==> config.mk <==
export PLATFORM = sky130hd
export DESIGN_NAME = cell_pos_reader_flat
export DESIGN_NICKNAME = d
export VERILOG_FILES = /design/src/rtl/cell_pos_reader_if.sv /design/src/rtl/cell_pos_reader.sv /design/src/flat_wrapper.sv
export SDC_FILE = /design/constraint.sdc
export NUM_CORES = 1
export LEC_CHECK = 0
export BUFFER_PORTS_ARGS = -buffer_cell sky130_fd_sc_hd__buf_2
export CAP_MARGIN = 20
export CORE_ASPECT_RATIO = 0.6
export CORE_MARGIN = 3
export CORE_UTILIZATION = 35
export DETAILED_ROUTE_END_ITERATION = 8
export PLACE_DENSITY = 0.55
export SLEW_MARGIN = 20
export SYNTH_ARGS = -nofsm -noshare
export SYNTH_HDL_FRONTEND = slang
export SYNTH_SLANG_ARGS = --single-unit
==> constraint.sdc <==
create_clock -name clk -period 4.29 [get_ports clk]
set_input_delay 0.858 -clock clk [delete_from_list [all_inputs] [get_ports clk]]
set_output_delay 0.858 -clock clk [all_outputs]
set_load 0.05 [all_outputs]
==> src/rtl/cell_pos_reader_if.sv <==
// Cell position reader bus bundle.
// Groups the control handshake, the cell memory read port and the
// position output stream of cell_pos_reader.
//   start/busy/done          : one-shot request and completion pulse
//   mem_address/rden/wren/q  : cell memory port (2-cycle read latency)
//   particle_count           : count latched from memory address 0
//   out_data/index/valid/last/ready : position stream, valid/ready handshake
// modport master : the reader side (drives memory port and stream)
// modport slave  : the environment side (memory, requester, consumer)
interface cell_pos_reader_if #(
    parameter int DATA_WIDTH = 96,
    parameter int ADDR_WIDTH = 8
);
    logic                  start;
    logic                  busy;
    logic                  done;
    logic [ADDR_WIDTH-1:0] mem_address;
    logic                  mem_rden;
    logic                  mem_wren;
    logic [DATA_WIDTH-1:0] mem_q;
    logic [ADDR_WIDTH-1:0] particle_count;
    logic [DATA_WIDTH-1:0] out_data;
    logic [ADDR_WIDTH-1:0] out_index;
    logic                  out_valid;
    logic                  out_last;
    logic                  out_ready;

    modport master (
        input  start, mem_q, out_ready,
        output busy, done, mem_address, mem_rden, mem_wren, particle_count,
               out_data, out_index, out_valid, out_last
    );

    modport slave (
        output start, mem_q, out_ready,
        input  busy, done, mem_address, mem_rden, mem_wren, particle_count,
               out_data, out_index, out_valid, out_last
    );
endinterface

==> src/rtl/cell_pos_reader.sv <==
// Cell position reader.
// On start, reads the particle count from cell memory address 0, then
// streams the positions at addresses 1..count through a 4-entry skid FIFO
// onto a valid/ready output, and pulses done when the stream is complete.
// Ports:
//   clk   : rising-edge clock
//   rst_n : asynchronous active-low reset
//   bus   : cell_pos_reader_if.master (control, memory port, output stream)
module cell_pos_reader #(
    parameter int DATA_WIDTH   = 96,
    parameter int PARTICLE_NUM = 220,
    parameter int ADDR_WIDTH   = 8
) (
    input logic               clk,
    input logic               rst_n,
    cell_pos_reader_if.master bus
);

    localparam logic [ADDR_WIDTH-1:0] MAX_COUNT  = ADDR_WIDTH'(PARTICLE_NUM - 1);
    localparam int                    FIFO_DEPTH = 4;

    typedef enum logic [2:0] {
        IDLE,
        RD_CNT,
        WAIT_CNT,
        STREAM,
        DRAIN,
        DONE
    } state_t;

    state_t                r_state;
    logic                  r_busy;
    logic                  r_done;
    logic                  r_mem_rden;
    logic [ADDR_WIDTH-1:0] r_mem_address;
    logic [ADDR_WIDTH-1:0] r_count;

    // Read-return pipeline mirroring the memory's 2-cycle latency
    logic [1:0]            r_pipe_v;
    logic [ADDR_WIDTH-1:0] r_pipe_addr0;
    logic [ADDR_WIDTH-1:0] r_pipe_addr1;

    logic [DATA_WIDTH-1:0] r_fifo_data  [FIFO_DEPTH];
    logic [ADDR_WIDTH-1:0] r_fifo_index [FIFO_DEPTH];
    logic [FIFO_DEPTH-1:0] r_fifo_last;
    logic [1:0]            r_wr_ptr;
    logic [1:0]            r_rd_ptr;
    logic [2:0]            r_fifo_cnt;

    logic [ADDR_WIDTH-1:0] w_count_raw;
    logic [ADDR_WIDTH-1:0] w_count_sat;
    logic                  w_valid;
    logic                  w_pop;
    logic                  w_push;
    logic [3:0]            w_level;
    logic                  w_can_issue;
    logic                  w_last_issued;
    logic                  w_drain_done;

    assign w_count_raw = bus.mem_q[ADDR_WIDTH-1:0];
    assign w_count_sat = (w_count_raw > MAX_COUNT) ? MAX_COUNT : w_count_raw;

    assign w_valid = (r_fifo_cnt != 3'd0);
    assign w_pop   = w_valid && bus.out_ready;
    // Address 0 is the count read; only data reads land in the FIFO
    assign w_push  = r_pipe_v[1] && (r_pipe_addr1 != '0);

    // Credit: reads in flight plus FIFO occupancy, after this cycle's pop,
    // must leave room for one more word so the FIFO can never overflow.
    assign w_level     = 4'(r_fifo_cnt) + 4'(r_mem_rden) + 4'(r_pipe_v[0]) + 4'(r_pipe_v[1]);
    assign w_can_issue = (w_level - 4'(w_pop)) < 4'd4;

    assign w_last_issued = r_mem_rden && (r_mem_address == r_count);

    // Look ahead one cycle so done follows the final transfer immediately
    assign w_drain_done = !r_mem_rden && (r_pipe_v == 2'b00) &&
                          ((r_fifo_cnt == 3'd0) || ((r_fifo_cnt == 3'd1) && w_pop));

    always_ff @(posedge clk or negedge rst_n) begin
        if (!rst_n) begin
            r_state       <= IDLE;
            r_busy        <= 1'b0;
            r_done        <= 1'b0;
            r_mem_rden    <= 1'b0;
            r_mem_address <= '0;
            r_count       <= '0;
            r_pipe_v      <= '0;
            r_pipe_addr0  <= '0;
            r_pipe_addr1  <= '0;
        end else begin
            r_pipe_v     <= {r_pipe_v[0], r_mem_rden};
            r_pipe_addr0 <= r_mem_address;
            r_pipe_addr1 <= r_pipe_addr0;
            r_mem_rden   <= 1'b0;
            r_done       <= 1'b0;
            case (r_state)
                IDLE: begin
                    if (bus.start) begin
                        r_state       <= RD_CNT;
                        r_busy        <= 1'b1;
                        r_mem_rden    <= 1'b1;
                        r_mem_address <= '0;
                    end
                end
                RD_CNT: begin
                    r_state <= WAIT_CNT;
                end
                WAIT_CNT: begin
                    if (r_pipe_v[1]) begin
                        r_count <= w_count_sat;
                        if (w_count_sat == '0) begin
                            r_state <= DONE;
                            r_done  <= 1'b1;
                            r_busy  <= 1'b0;
                        end else begin
                            // First data read goes out on STREAM entry
                            r_state       <= STREAM;
                            r_mem_rden    <= 1'b1;
                            r_mem_address <= ADDR_WIDTH'(1);
                        end
                    end
                end
                STREAM: begin
                    if (w_last_issued) begin
                        r_state <= DRAIN;
                    end else if (w_can_issue) begin
                        r_mem_rden    <= 1'b1;
                        r_mem_address <= r_mem_address + ADDR_WIDTH'(1);
                    end
                end
                DRAIN: begin
                    if (w_drain_done) begin
                        r_state <= DONE;
                        r_done  <= 1'b1;
                        r_busy  <= 1'b0;
                    end
                end
                DONE: begin
                    r_state <= IDLE;
                end
                default: begin
                    r_state <= IDLE;
                    r_busy  <= 1'b0;
                end
            endcase
        end
    end

    always_ff @(posedge clk or negedge rst_n) begin
        if (!rst_n) begin
            for (int unsigned i = 0; i < FIFO_DEPTH; i++) begin
                r_fifo_data[i]  <= '0;
                r_fifo_index[i] <= '0;
            end
            r_fifo_last <= '0;
            r_wr_ptr    <= '0;
            r_rd_ptr    <= '0;
            r_fifo_cnt  <= '0;
        end else begin
            if (w_push) begin
                r_fifo_data[r_wr_ptr]  <= bus.mem_q;
                r_fifo_index[r_wr_ptr] <= r_pipe_addr1;
                r_fifo_last[r_wr_ptr]  <= (r_pipe_addr1 == r_count);
                r_wr_ptr               <= r_wr_ptr + 2'd1;
            end
            if (w_pop) begin
                r_rd_ptr <= r_rd_ptr + 2'd1;
            end
            r_fifo_cnt <= r_fifo_cnt + 3'(w_push) - 3'(w_pop);
        end
    end

    assign bus.busy           = r_busy;
    assign bus.done           = r_done;
    assign bus.mem_address    = r_mem_address;
    assign bus.mem_rden       = r_mem_rden;
    assign bus.mem_wren       = 1'b0;
    assign bus.particle_count = r_count;
    assign bus.out_valid      = w_valid;
    // Head entry is gated so an empty FIFO presents all-zero outputs
    assign bus.out_data       = w_valid ? r_fifo_data[r_rd_ptr]  : '0;
    assign bus.out_index      = w_valid ? r_fifo_index[r_rd_ptr] : '0;
    assign bus.out_last       = w_valid && r_fifo_last[r_rd_ptr];

endmodule
==> src/flat_wrapper.sv <==
// flat-port wrapper written by rule: the top's interface ports become plain ports
module cell_pos_reader_flat 
#(
    parameter int DATA_WIDTH   = 96,
    parameter int PARTICLE_NUM = 220,
    parameter int ADDR_WIDTH   = 8
)
  (clk, rst_n, bus_start, bus_mem_q, bus_out_ready, bus_busy, bus_done, bus_mem_address, bus_mem_rden, bus_mem_wren, bus_particle_count, bus_out_data, bus_out_index, bus_out_valid, bus_out_last);
  cell_pos_reader_if #(.DATA_WIDTH(DATA_WIDTH), .ADDR_WIDTH(ADDR_WIDTH)) bus_i ();
  input logic clk;
  input logic rst_n;
  input wire logic [$bits(bus_i.start)-1:0] bus_start;
  input wire logic [$bits(bus_i.mem_q)-1:0] bus_mem_q;
  input wire logic [$bits(bus_i.out_ready)-1:0] bus_out_ready;
  output wire logic [$bits(bus_i.busy)-1:0] bus_busy;
  output wire logic [$bits(bus_i.done)-1:0] bus_done;
  output wire logic [$bits(bus_i.mem_address)-1:0] bus_mem_address;
  output wire logic [$bits(bus_i.mem_rden)-1:0] bus_mem_rden;
  output wire logic [$bits(bus_i.mem_wren)-1:0] bus_mem_wren;
  output wire logic [$bits(bus_i.particle_count)-1:0] bus_particle_count;
  output wire logic [$bits(bus_i.out_data)-1:0] bus_out_data;
  output wire logic [$bits(bus_i.out_index)-1:0] bus_out_index;
  output wire logic [$bits(bus_i.out_valid)-1:0] bus_out_valid;
  output wire logic [$bits(bus_i.out_last)-1:0] bus_out_last;
  assign bus_i.start = bus_start;
  assign bus_i.mem_q = bus_mem_q;
  assign bus_i.out_ready = bus_out_ready;
  assign bus_busy = bus_i.busy;
  assign bus_done = bus_i.done;
  assign bus_mem_address = bus_i.mem_address;
  assign bus_mem_rden = bus_i.mem_rden;
  assign bus_mem_wren = bus_i.mem_wren;
  assign bus_particle_count = bus_i.particle_count;
  assign bus_out_data = bus_i.out_data;
  assign bus_out_index = bus_i.out_index;
  assign bus_out_valid = bus_i.out_valid;
  assign bus_out_last = bus_i.out_last;
  cell_pos_reader #(.DATA_WIDTH(DATA_WIDTH), .PARTICLE_NUM(PARTICLE_NUM), .ADDR_WIDTH(ADDR_WIDTH)) u_core (.clk(clk), .rst_n(rst_n), .bus(bus_i));
endmodule
# Yosys cells after proc, flatten, opt, wreduce, memory -nomap -nowiden

Index checks and enable logic that the tools add are counted.

Bits in registers: 467
Output and inout bits: 126
Word-level logic and storage cells: 127

Add/sub/neg operators: 9
Order comparisons: 8
Equal/unequal tests: 16
Mux-type cells: 47
Bitwise operators: 3
Reductions and logical operators: 23

Operators by type and width:

| cell                                          | count |
|---|---|
| bitwise mux 384 bit                           | 1 |
| two-way mux 96 bit                            | 4 |
| binary-select mux 96 bit (select 2 bit)       | 1 |
| demux 96 bit (select 2 bit)                   | 1 |
| two-way mux 8 bit                             | 10 |
| bitwise mux 32 bit                            | 1 |
| one-hot mux 8 bit (3 select lines)            | 1 |
| binary-select mux 8 bit (select 2 bit)        | 1 |
| demux 8 bit (select 2 bit)                    | 1 |
| == test 8 bit                                 | 2 |
| two-way mux 3 bit                             | 5 |
| one-hot mux 3 bit (5 select lines)            | 1 |
| two-way mux 1 bit                             | 14 |
| != test 2 x 1 -> 1 bit, second input constant | 5 |
| logical AND 1 bit                             | 9 |
| adder 4 x 1 -> 4 bit                          | 2 |
| adder 8 x 1 -> 8 bit, second input constant   | 1 |
| > comparator 8 bit, second input constant     | 1 |
| logical NOT 8 bit                             | 1 |
| nonzero test 8 bit                            | 1 |
| == test 3 x 1 -> 1 bit, second input constant | 2 |
| == test 3 x 2 -> 1 bit, second input constant | 2 |
| == test 3 bit, second input constant          | 2 |
| >= comparator 3 bit, second input constant    | 2 |
| other kinds (28)                              | 35 |

# Longest topological paths before layout

Gate-level depths: netlist (run 1).

Word-level depth: 8
Mapped depth: 14

# Worst setup path before layout (run 1)

Ideal clock, no wire load.

Kind: reg-to-reg
Start: register u_core.r_fifo_cnt[0]
End: register u_core.r_mem_address[2], in the netlist u_core.bus.mem_address[2]
Library setup time: 0.084 ns
Arrival: 3.043 ns
Path slack: 1.163 ns
Cell stages (with the launch flop): 15
Path buffers: 3
Clock period less this slack: 3.127 ns
Path through: dfrtp_1 or3_1 clkbuf_1 clkbuf_1 nand2_1 xor2_1 fa_1 inv_1 ha_1 nand3b_1 o211a_1 a31oi_1 clkbuf_1 or4_1 a21boi_0

Cells in the longest elaborated chain, start to end: 7

Ends and longest elaborated chain:

| element                                 | line                   | text |
|---|---|---|
| from (decl)                             | cell_pos_reader.sv:48  | `logic [2:0] r_fifo_cnt;` |
| from (signal assigned)                  | cell_pos_reader.sv:169 | `r_fifo_cnt <= r_fifo_cnt + 3'(w_push) - 3'(w_pop);` |
| adder 3 x 1 -> 4 bit                    | cell_pos_reader.sv:70  | `assign w_level = 4'(r_fifo_cnt) + 4'(r_mem_rden) + 4'(r_pipe_v[0]) + 4'(r_pipe_v[1]);` |
| adder 4 x 1 -> 4 bit (2 in a row)       | cell_pos_reader.sv:70  |  |
| subtractor 4 x 1 -> 4 bit (*)           | cell_pos_reader.sv:71  | `assign w_can_issue = (w_level - 4'(w_pop)) < 4'd4;` |
| less-than comparator 4 x 3 -> 1 bit (*) | cell_pos_reader.sv:71  |  |
| != test 2 x 1 -> 1 bit (no line) (*)    | -                      |  |
| AND reduction 6 bit (no line) (*)       | -                      |  |
| to (signal assigned)                    | cell_pos_reader.sv:128 | `r_mem_address <= r_mem_address + ADDR_WIDTH'(1);` |
| to (decl)                               | cell_pos_reader.sv:35  | `logic [ADDR_WIDTH-1:0] r_mem_address;` |

Every way passes the cells marked *; elsewhere a longest branch is shown, timed or not.
A chain may end at the register's enable or synchronous reset.

# Worst setup path after layout (run 1)

Start: register u_core.r_rd_ptr[0]
End: output bus_out_data[2]

Cells in the longest elaborated chain, start to end: 5

Ends and longest elaborated chain:

| element                                               | line                   | text |
|---|---|---|
| from (decl)                                           | cell_pos_reader.sv:47  | `logic [1:0] r_rd_ptr;` |
| from (signal assigned)                                | cell_pos_reader.sv:167 | `r_rd_ptr <= r_rd_ptr + 2'd1;` |
| inverter 2 -> 3 bit (implied by the code)             | cell_pos_reader.sv:181 | `assign bus.out_data = w_valid ? r_fifo_data[r_rd_ptr] : '0;` |
| binary-select mux 96 bit (select 2 bit)               | cell_pos_reader.sv:181 |  |
| two-way mux 96 bit (implied by the code) (2 in a row) | cell_pos_reader.sv:181 |  |
| two-way mux 96 bit                                    | cell_pos_reader.sv:181 |  |
| to (decl)                                             | flat_wrapper.sv:21     | `output wire logic [$bits(bus_i.out_data)-1:0] bus_out_data;` |

No other way between the ends. The select of a mux whose other input is x is not followed.

==> impl_results.md, run 1 <==
* Status: complete, no violations
* Setup crit start kind: flop
* Async S/R FF share, synth at 100%
* Worst Path Required at 3430 ps
* H-tree depth at 2
* GRT Total Usage at 15.5%
* Largest net degree at the start of global routing at a little under 90
* Crit. End Element: primary output
* Global-route wire length before repair at slightly below 80000 um
* Share of cells above drive strength 1 at 52.1%
* Arrival time worst endpoint at roughly 2500 ps
* Setup TNS at 0 ps
* Worst-margin pin slew at 842 ps
* Wire per inst at 20.2 um
* Cts hold-fix bufs at 0
* Synth top area share at 54.7%
* Die H at 197 um
* Die ar. at 64200 um^2
* Top FF cell, synth: dfrtp_1
* Seq/Total Area, Yosys at 54.7%
* Total gr overflow at 0
* Initial antenna violation count at 5
* CTS Root Cell: clkbuf_16
* Vias in the first global route at 13200
* Cell count after synthesis at 1353
* Core area at between 50000 and 60000 um^2
* Commonest cells post-synth: dfrtp_1 (467), mux2_2 (310), and2_1 (107)
* Initial Util at between 30% and 40%
* Postcts setup bufs at 0
* Placer Congestion at 0.755
* YS warnings at 0
* Yosys top cell by area: dfrtp_1
* Syn_nets at 1465
* Period utilization at 78.7%
* Via density at 5.01
* Fill count at 5534
* I/O Buffers at between 200 and 250
* Post-DP HPWL at about 30000 um
* Max_cap viols at 0
* Num rows at 69
* Clock Path Buffers at 3
* Mapped cell area at 21400 um^2
* RR Startpoint: u_core.r_fifo_cnt[0]
* Final #Nets at approximately 1700
* Starting DRT DRC Count at 633
* DR pass1 iterations at 4
* Die X at 325 um
* Synthesized flop and latch total at 467
* Reg2Reg Setup Slack at 1070 ps
* Final-report hold violation count at 0
* Worst Path Max Fanout at 25
* Worst rel slew slack at between 40% and 50%
* CTS Buf Count at 47
* Resized Gates After CTS at 0
* Slew Viols, Final at 0
* Total wire length at 48700 um
* Setup Skew at 30.4 ps
* Cell with the most instances after synthesis: dfrtp_1
* Final setup vio count at 0
* Yosys cell types at 50
* Vias post-DR at about 12000
* Reg2reg path depth at 11
* EDFF count, synth at 0
* Later-pin clock latency in the skew report at slightly below 600 ps
* Syn avg cell area at 15.8 um^2
* CTS sink count at 467
* Reg-to-Reg End: u_core.bus.mem_address[1]
* Worst-path clk slew at around 60 ps
* CTS tree: built
* DRC Markers at 0
* Ports at 226
* Hold Path Class: input port to asynchronous set/reset pin
* FMAX at 0.296 GHz
* Final min period at 3380 ps
* Critical path class: flop to primary output
* RSZ-0062 raised after global routing: false
* Antenna-violating nets left at 0
* Synth area leaders: dfrtp_1 (55%), mux2_2 (16%), mux4_2 (11%), mux2_4 (5.6%), and2_1 (3.1%)
* P&R area growth vs syn at 16.6%
-- cells in the final DEF (no fill, tap or decap), drive strengths merged, types with 3 or more instances in the layout --
cell type  Yosys  layout
a31oi          3       3
inv           17      18
nand3          7       7
a21boi         3       3
nand2b         3       3
buf           64     246
clkbuf        23      70
nor4           9       9
nor2           9       9
xnor2         10      10
or4            3       3
o21ai         15      15
nor3           4       4
o31ai          4       4
mux4         105     105
mux2i          4       4
and2         107     107
nand2         29      29
xor2          11      11
nand4          4       4
or3            4       4
ha            10      10
o22a           4       4
clkinv         0      10
dfrtp        467     467
mux2         414     414
-- flip-flops by register name, summed over array words and instances, names as in the netlist --
| signal | cells |
|---|---|
| u_core.bus.particle_count | 8 |
| u_core.bus.mem_rden | 1 |
| u_core.bus.busy | 1 |
| u_core.r_pipe_addr0 | 8 |
| u_core.r_wr_ptr | 2 |
| u_core.r_fifo_index | 32 |
| u_core.r_fifo_data | 384 |
| u_core.r_pipe_v | 2 |
| u_core.bus.mem_address | 8 |
| u_core.r_rd_ptr | 2 |
| u_core.bus.done | 1 |
| u_core.r_state | 3 |
| u_core.r_fifo_last | 4 |
| u_core.r_pipe_addr1 | 8 |
| u_core.r_fifo_cnt | 3 |
-- metrics by stage --
stage / std cells / util (%) / hold WS [ps] / setup WS (ps) / cell area [um^2]
6_report: 2414 / 41.6 / 339 / 912 / 24900
2_1_floorplan: 1353 / - / 331 / 1160 / 21400
5_1_grt: 2412 / 41.6 / 357 / 743 / 24900
3_3_place_gp: 2328 / 39.1 / 332 / 1000 / 23400
4_1_cts: 2412 / 41.6 / 318 / 822 / 24900
3_5_place_dp: 2328 / 39.1 / 336 / 961 / 23400
-- layer usage --
layer,GRT usage (%),share of wire [%]
met2,23.9,45
met5,0,0.064
met3,3.89,5.1
met4,3.17,1.4
met1,22.2,48
-- kinds of logic (layout without fill, tap and decap cells) --
family	count (synthesis)	count (layout)	synth area share (%)
AO/OA/AOI/OAI	41	41	1.37
other	1	3	0.0175
multiplexers	523	523	34.5
AND/OR/NAND/NOR	184	184	5.15
flip-flops	467	467	54.7
adder cells (fa/ha/maj)	12	12	0.773
XOR/XNOR	21	21	0.861
buffers and inverters	104	347	2.68
-- worst max-delay path by stage --
stage / startpoint / to / slack (ps) / cells past startpoint
after floorplan: u_core.r_fifo_cnt[0] / u_core.bus.mem_address[2] / 1160 / 14
after global placement: bus_out_ready / u_core.bus.mem_address[1] / 1000 / 10
after detailed placement: bus_out_ready / u_core.bus.mem_address[1] / 960 / 10
after CTS: u_core.r_rd_ptr[0] / bus_out_data[2] / 820 / 4
after global routing: u_core.r_rd_ptr[0] / bus_out_data[2] / 740 / 4
final: u_core.r_rd_ptr[0] / bus_out_data[2] / 910 / 4
-- critical path, cell delays in order, from the launching register on --
cell and delay [ps]:
dfrtp_4 450, buf_4 460, mux4_2 610, and2_1 180
buf_2 210
-- layout make-up --
type | count | area, um^2 | area share, %
Timing Repair Buffer | 246 | 1430 | 5.75
Sequential cell | 467 | 11700 | 46.9
Clock buffer | 70 | 1440 | 5.76
Inverter | 17 | 63.8 | 0.256
Clock inverter | 14 | 111 | 0.447
Tap cell | 816 | 1020 | 4.10
Multi-Input combinational cell | 782 | 9150 | 36.7
Antenna cell | 2 | 5.00 | 0.0201
Power of run 1 is not shown: default switching activity piles up to over one toggle a cycle in this logic, so the estimate is an artifact.
==> run 2, diff against run 1 <==
--- a/config.mk
+++ b/config.mk
@@ -5,13 +5,14 @@
 export SDC_FILE = /design/constraint.sdc
 export NUM_CORES = 1
 export LEC_CHECK = 0
+export ABC_AREA = 1
 export BUFFER_PORTS_ARGS = -buffer_cell sky130_fd_sc_hd__buf_2
 export CAP_MARGIN = 20
 export CORE_ASPECT_RATIO = 0.6
 export CORE_MARGIN = 3
 export CORE_UTILIZATION = 35
 export DETAILED_ROUTE_END_ITERATION = 8
-export PLACE_DENSITY = 0.55
+export PLACE_DENSITY = 0.57
 export SLEW_MARGIN = 20
 export SYNTH_ARGS = -nofsm -noshare
 export SYNTH_HDL_FRONTEND = slang
==> constraint.sdc (replaced) <==
create_clock -name clk -period 2.9 [get_ports clk]
set_input_delay 0.58 -clock clk [delete_from_list [all_inputs] [get_ports clk]]
set_output_delay 0.58 -clock clk [all_outputs]
set_load 0.05 [all_outputs]
==> run 2 against run 1 <==
Via count rose by 59%. Setup slack got worse by 850 ps. Area after synthesis rose by 1.6%.
==> impl_results.md, run 2 <==
* Min Hold Slack at 238 ps (was 339 ps)
* Num rows at 70 (was 69)
* Critical path class: flop to primary output (unchanged)
* Core area at 61100 um^2 (was 59800 um^2)
* Mux cell area share after synthesis at 0% (was 34.5%)
* Post-DP HPWL at 40000 um (was 29600 um)
* Commonest non-fill, non-tap cell in the layout: nand2_1 (was dfrtp_1)
* Starting DRT DRC Count at 1915 (was 633)
* Worst-margin pin slew at 679 ps (was 842 ps)
* Commonest cells post-synth: nand2_1 (699), dfrtp_1 (467), o21ai_0 (409) (was dfrtp_1 (467), mux2_2 (310), and2_1 (107))
* Synth top area share at 53.8% (was 54.7%)
* DRC Markers at 0 (unchanged)
* EDFF count, synth at 0 (unchanged)
* Number of buffers and inverters on the critical path at 3 (was 2)
* Most frequent cells in the layout: nand2_1 (699), dfrtp_1 (465), o21ai_0 (408) (was dfrtp_1 (465), mux2_2 (310), buf_2 (223))
* Register area at 11700 um^2 (unchanged)
* Fin cells at 3704 (was 2414)
* Initial antenna violation count at 1 (was 5)
* Synthesized flop and latch total at 467 (unchanged)
* Placer Congestion at 0.866 (was 0.755)
* Setup Skew at 22.0 ps (was 30.4 ps)
* Final setup vio count at 0 (unchanged)
* Status: complete, no violations (unchanged)
* Arrival time worst endpoint at 2260 ps (was 2520 ps)
* Largest net degree at the start of global routing at 106 (was 88)
* Adder-cell share of the synthesized area at 0.761% (was 0.773%)
* Top cell by count, worst path: buf_4
* Maximum vdd drop at 730 uV
* Largest Register: u_core.r_fifo_data (unchanged)
* CTS sink count at 467 (unchanged)
* N_diodes at 0 (was 2)
* Largest regs: u_core.r_fifo_data: 384 flops, u_core.r_fifo_index: 32 flops (unchanged)
* Cell count after synthesis at 2690 (was 1353)
* CTS tree: built (unchanged)
* Top FF cell, synth: dfrtp_1 (unchanged)
* Hold Path Class: input port to flop (was input port to asynchronous set/reset pin)
* Syn_nets at 2802 (was 1465)
* Slew Viols, Final at 0 (unchanged)
* Final-report hold violation count at 0 (unchanged)
* Synth Area in Simple Gates at 13.6% (was 5.15%)
* Worst Path Max Fanout at 22 (was 25)
* Mapped cell area at 21700 um^2 (was 21400 um^2)
* Max_cap viols at 0 (unchanged)
* Clock Path Buffers at 3 (unchanged)
* YS warnings at 0 (unchanged)
* RSZ-0062 raised after global routing: true (was false)
* Via density at 5.19 (was 5.01)
* GRT Total Usage at 21.3% (was 15.5%)
* Synth area leaders: dfrtp_1 (54%), nand2_1 (12%), o21ai_0 (9.4%), a21oi_1 (7.4%), o21ai_1 (5.3%) (was dfrtp_1 (55%), mux2_2 (16%), mux4_2 (11%), mux2_4 (5.6%), and2_1 (3.1%))
* LEAKAGE at around 12 nW
* P&R area growth vs syn at 19.3% (was 16.6%)
* I/O Buffers at 224 (unchanged)
* Cell with the most instances after synthesis: nand2_1 (was dfrtp_1)
* Die X at 328 um (was 325 um)
* Wire per inst at 19.2 um (was 20.2 um)
* Total gr overflow at 0 (unchanged)
* Initial Util at 35.5% (was 35.7%)
* Worst rel slew slack at 54.7% (was 43.6%)
* Yosys top cell by area: dfrtp_1 (unchanged)
* Syn avg cell area at 8.07 um^2 (was 15.8 um^2)
* Max reg flops at 384 (unchanged)
* Crit. End Element: primary output (unchanged)
* Largest family of logic cells by synthesized area: compound AO/OA/AOI/OAI gates (was multiplexers)
* Fill count at 6164 (was 5534)
* Global-route wire length before repair at 110000 um (was 78600 um)
* Delay-heaviest family, CP: buffers and inverters (unchanged)
* Area of the multi-input gates at 8250 um^2 (was 9150 um^2)
* Critical path cell sequence: buf_4, clkbuf_16, a21oi_1, o21ai_0, a21oi_2, buf_4 (was buf_4, mux4_2, and2_1, buf_2)
* H-tree depth at 2 (unchanged)
* Delay of the slowest critical-path stage at 490 ps (was 610 ps)
* Die H at 199 um (was 197 um)
* Crit-path slowest cell: dfrtp_4 (was mux4_2)
* Pwr dens at 1370 nW/um^2
* Vias in the first global route at 18900 (was 13200)
* Final #Nets at 2952 (was 1673)
* Vias post-DR at 19200 (was 12100)
* Share of cells above drive strength 1 at 14.2% (was 52.1%)
* Antenna-violating nets left at 0 (unchanged)
* DR pass1 iterations at 7 (was 4)
* Yosys cell types at 32 (was 50)
* Xor/xnor cell area share of the yosys netlist at 0.605% (was 0.861%)
* Later-pin clock latency in the skew report at 600 ps (was 580 ps)
* Worst Path Required at 2320 ps (was 3430 ps)
* Final min period at 2840 ps
* Core Util, Final at 42.4% (was 41.6%)
* Setup crit start kind: flop (unchanged)
* CTS Root Cell: clkbuf_16 (unchanged)
* Die ar. at 65200 um^2 (was 64200 um^2)
* Async S/R FF share, synth at 100% (unchanged)
* Ports at 226 (unchanged)
* FMAX at 0.352 GHz
* Total wire length at 71100 um (was 48700 um)
* CTS Buf Count at 49 (was 47)
* Period utilization at 98.0%
* Worst-path clk slew at 60 ps (about the same)
* Placed Cells at 3601 (was 2328)
* Seq/Total Area, Yosys at 53.8% (was 54.7%)
* Synth Area in Compound Gates at 22.4% (was 1.37%)
-- run 2: metrics by stage --
stage	worst slack (ps)	setup TNS (ps)	area (um^2)	power, mW
floorplan	208	0	21700	22.6
global placement	249	0	23800	27.5
detailed placement	263	0	23800	27.9
CTS	-1.03	-1.03	25600	34.9
global route	-27.0	-86.6	25900	37.7
finish	59.3	0	25900	35.5
-- run 2: final timing paths --
kind / startpoint / end / slack [ps] / depth (start not counted)
max in group asynchronous: rst_n / u_core.r_fifo_data[117] / 1430 / 4
setup / recovery: u_core.r_rd_ptr[0] / bus_out_index[1] / 60 / 6
hold reg to reg: u_core.r_pipe_addr0[4] / u_core.r_pipe_addr1[4] / 350 / 0
hold / removal: bus_mem_q[75] / u_core.r_fifo_data[75] / 240 / 3
setup reg to reg: u_core.r_fifo_cnt[1] / u_core.bus.mem_address[3] / 270 / 16
min in group asynchronous: rst_n / u_core.r_fifo_data[178] / 530 / 2
-- run 2: repair_timing --
item                                    in CTS  in global routing
hold endpoints to repair                    44                  0
endpoints found under the setup margin     103                 89
resized for setup                           43                 90
hold buffers                                 1                  0
cloned                                       3                  2
pin swaps                                    7                 13
buffers inserted                             6                  4
-- run 2: logic make-up after synthesis --
kind of cell,count (synthesis)
AOI/OAI and AO/OA,967
xor gates and xnor gates,15
adders and majority gates,12
buffers and inverters,461
DFF,467
other,1
and+or+nand+nor,767
-- run 2: cell type report --
| cell class | count | share of cell area, % |
|---|---|---|
| Sequential cell | 467 | 45.2 |
| Clock inverter | 13 | 0.425 |
| Timing Repair inverter | 1 | 0.0338 |
| Multi-Input combinational cell | 1762 | 31.8 |
| Timing Repair Buffer | 293 | 8.96 |
| Clock buffer | 74 | 5.64 |
| Inverter | 266 | 3.95 |
| Tap cell | 828 | 4.00 |
-- run 2: tightest hold or removal path: stages --
cell,delay [ps]
buf_2,110
nand2_1,50
nand2_1,50
-- run 2: power breakdown --
| part | switching [mW] | leakage, nW | internal [mW] |
|---|---|---|---|
| Combinational | 13.7 | 5.63 | 5.24 |
| Sequential | 1.10 | 5.18 | 9.15 |
| Clock | 2.72 | 0.773 | 3.56 |
| Total | 17.6 | 11.6 | 18.0 |
-- run 2: metal layers --
metal  wire length, um  global-route usage (%)  vias to the layer above
met1             33300                    31.3                     9424
li1                  -                       -                     9034
met5                 0                       0                        -
met4              1240                    5.16                        0
met3              4640                    3.06                       96
met2             32000                    33.3                      655
(Power assumes the default switching activity.)
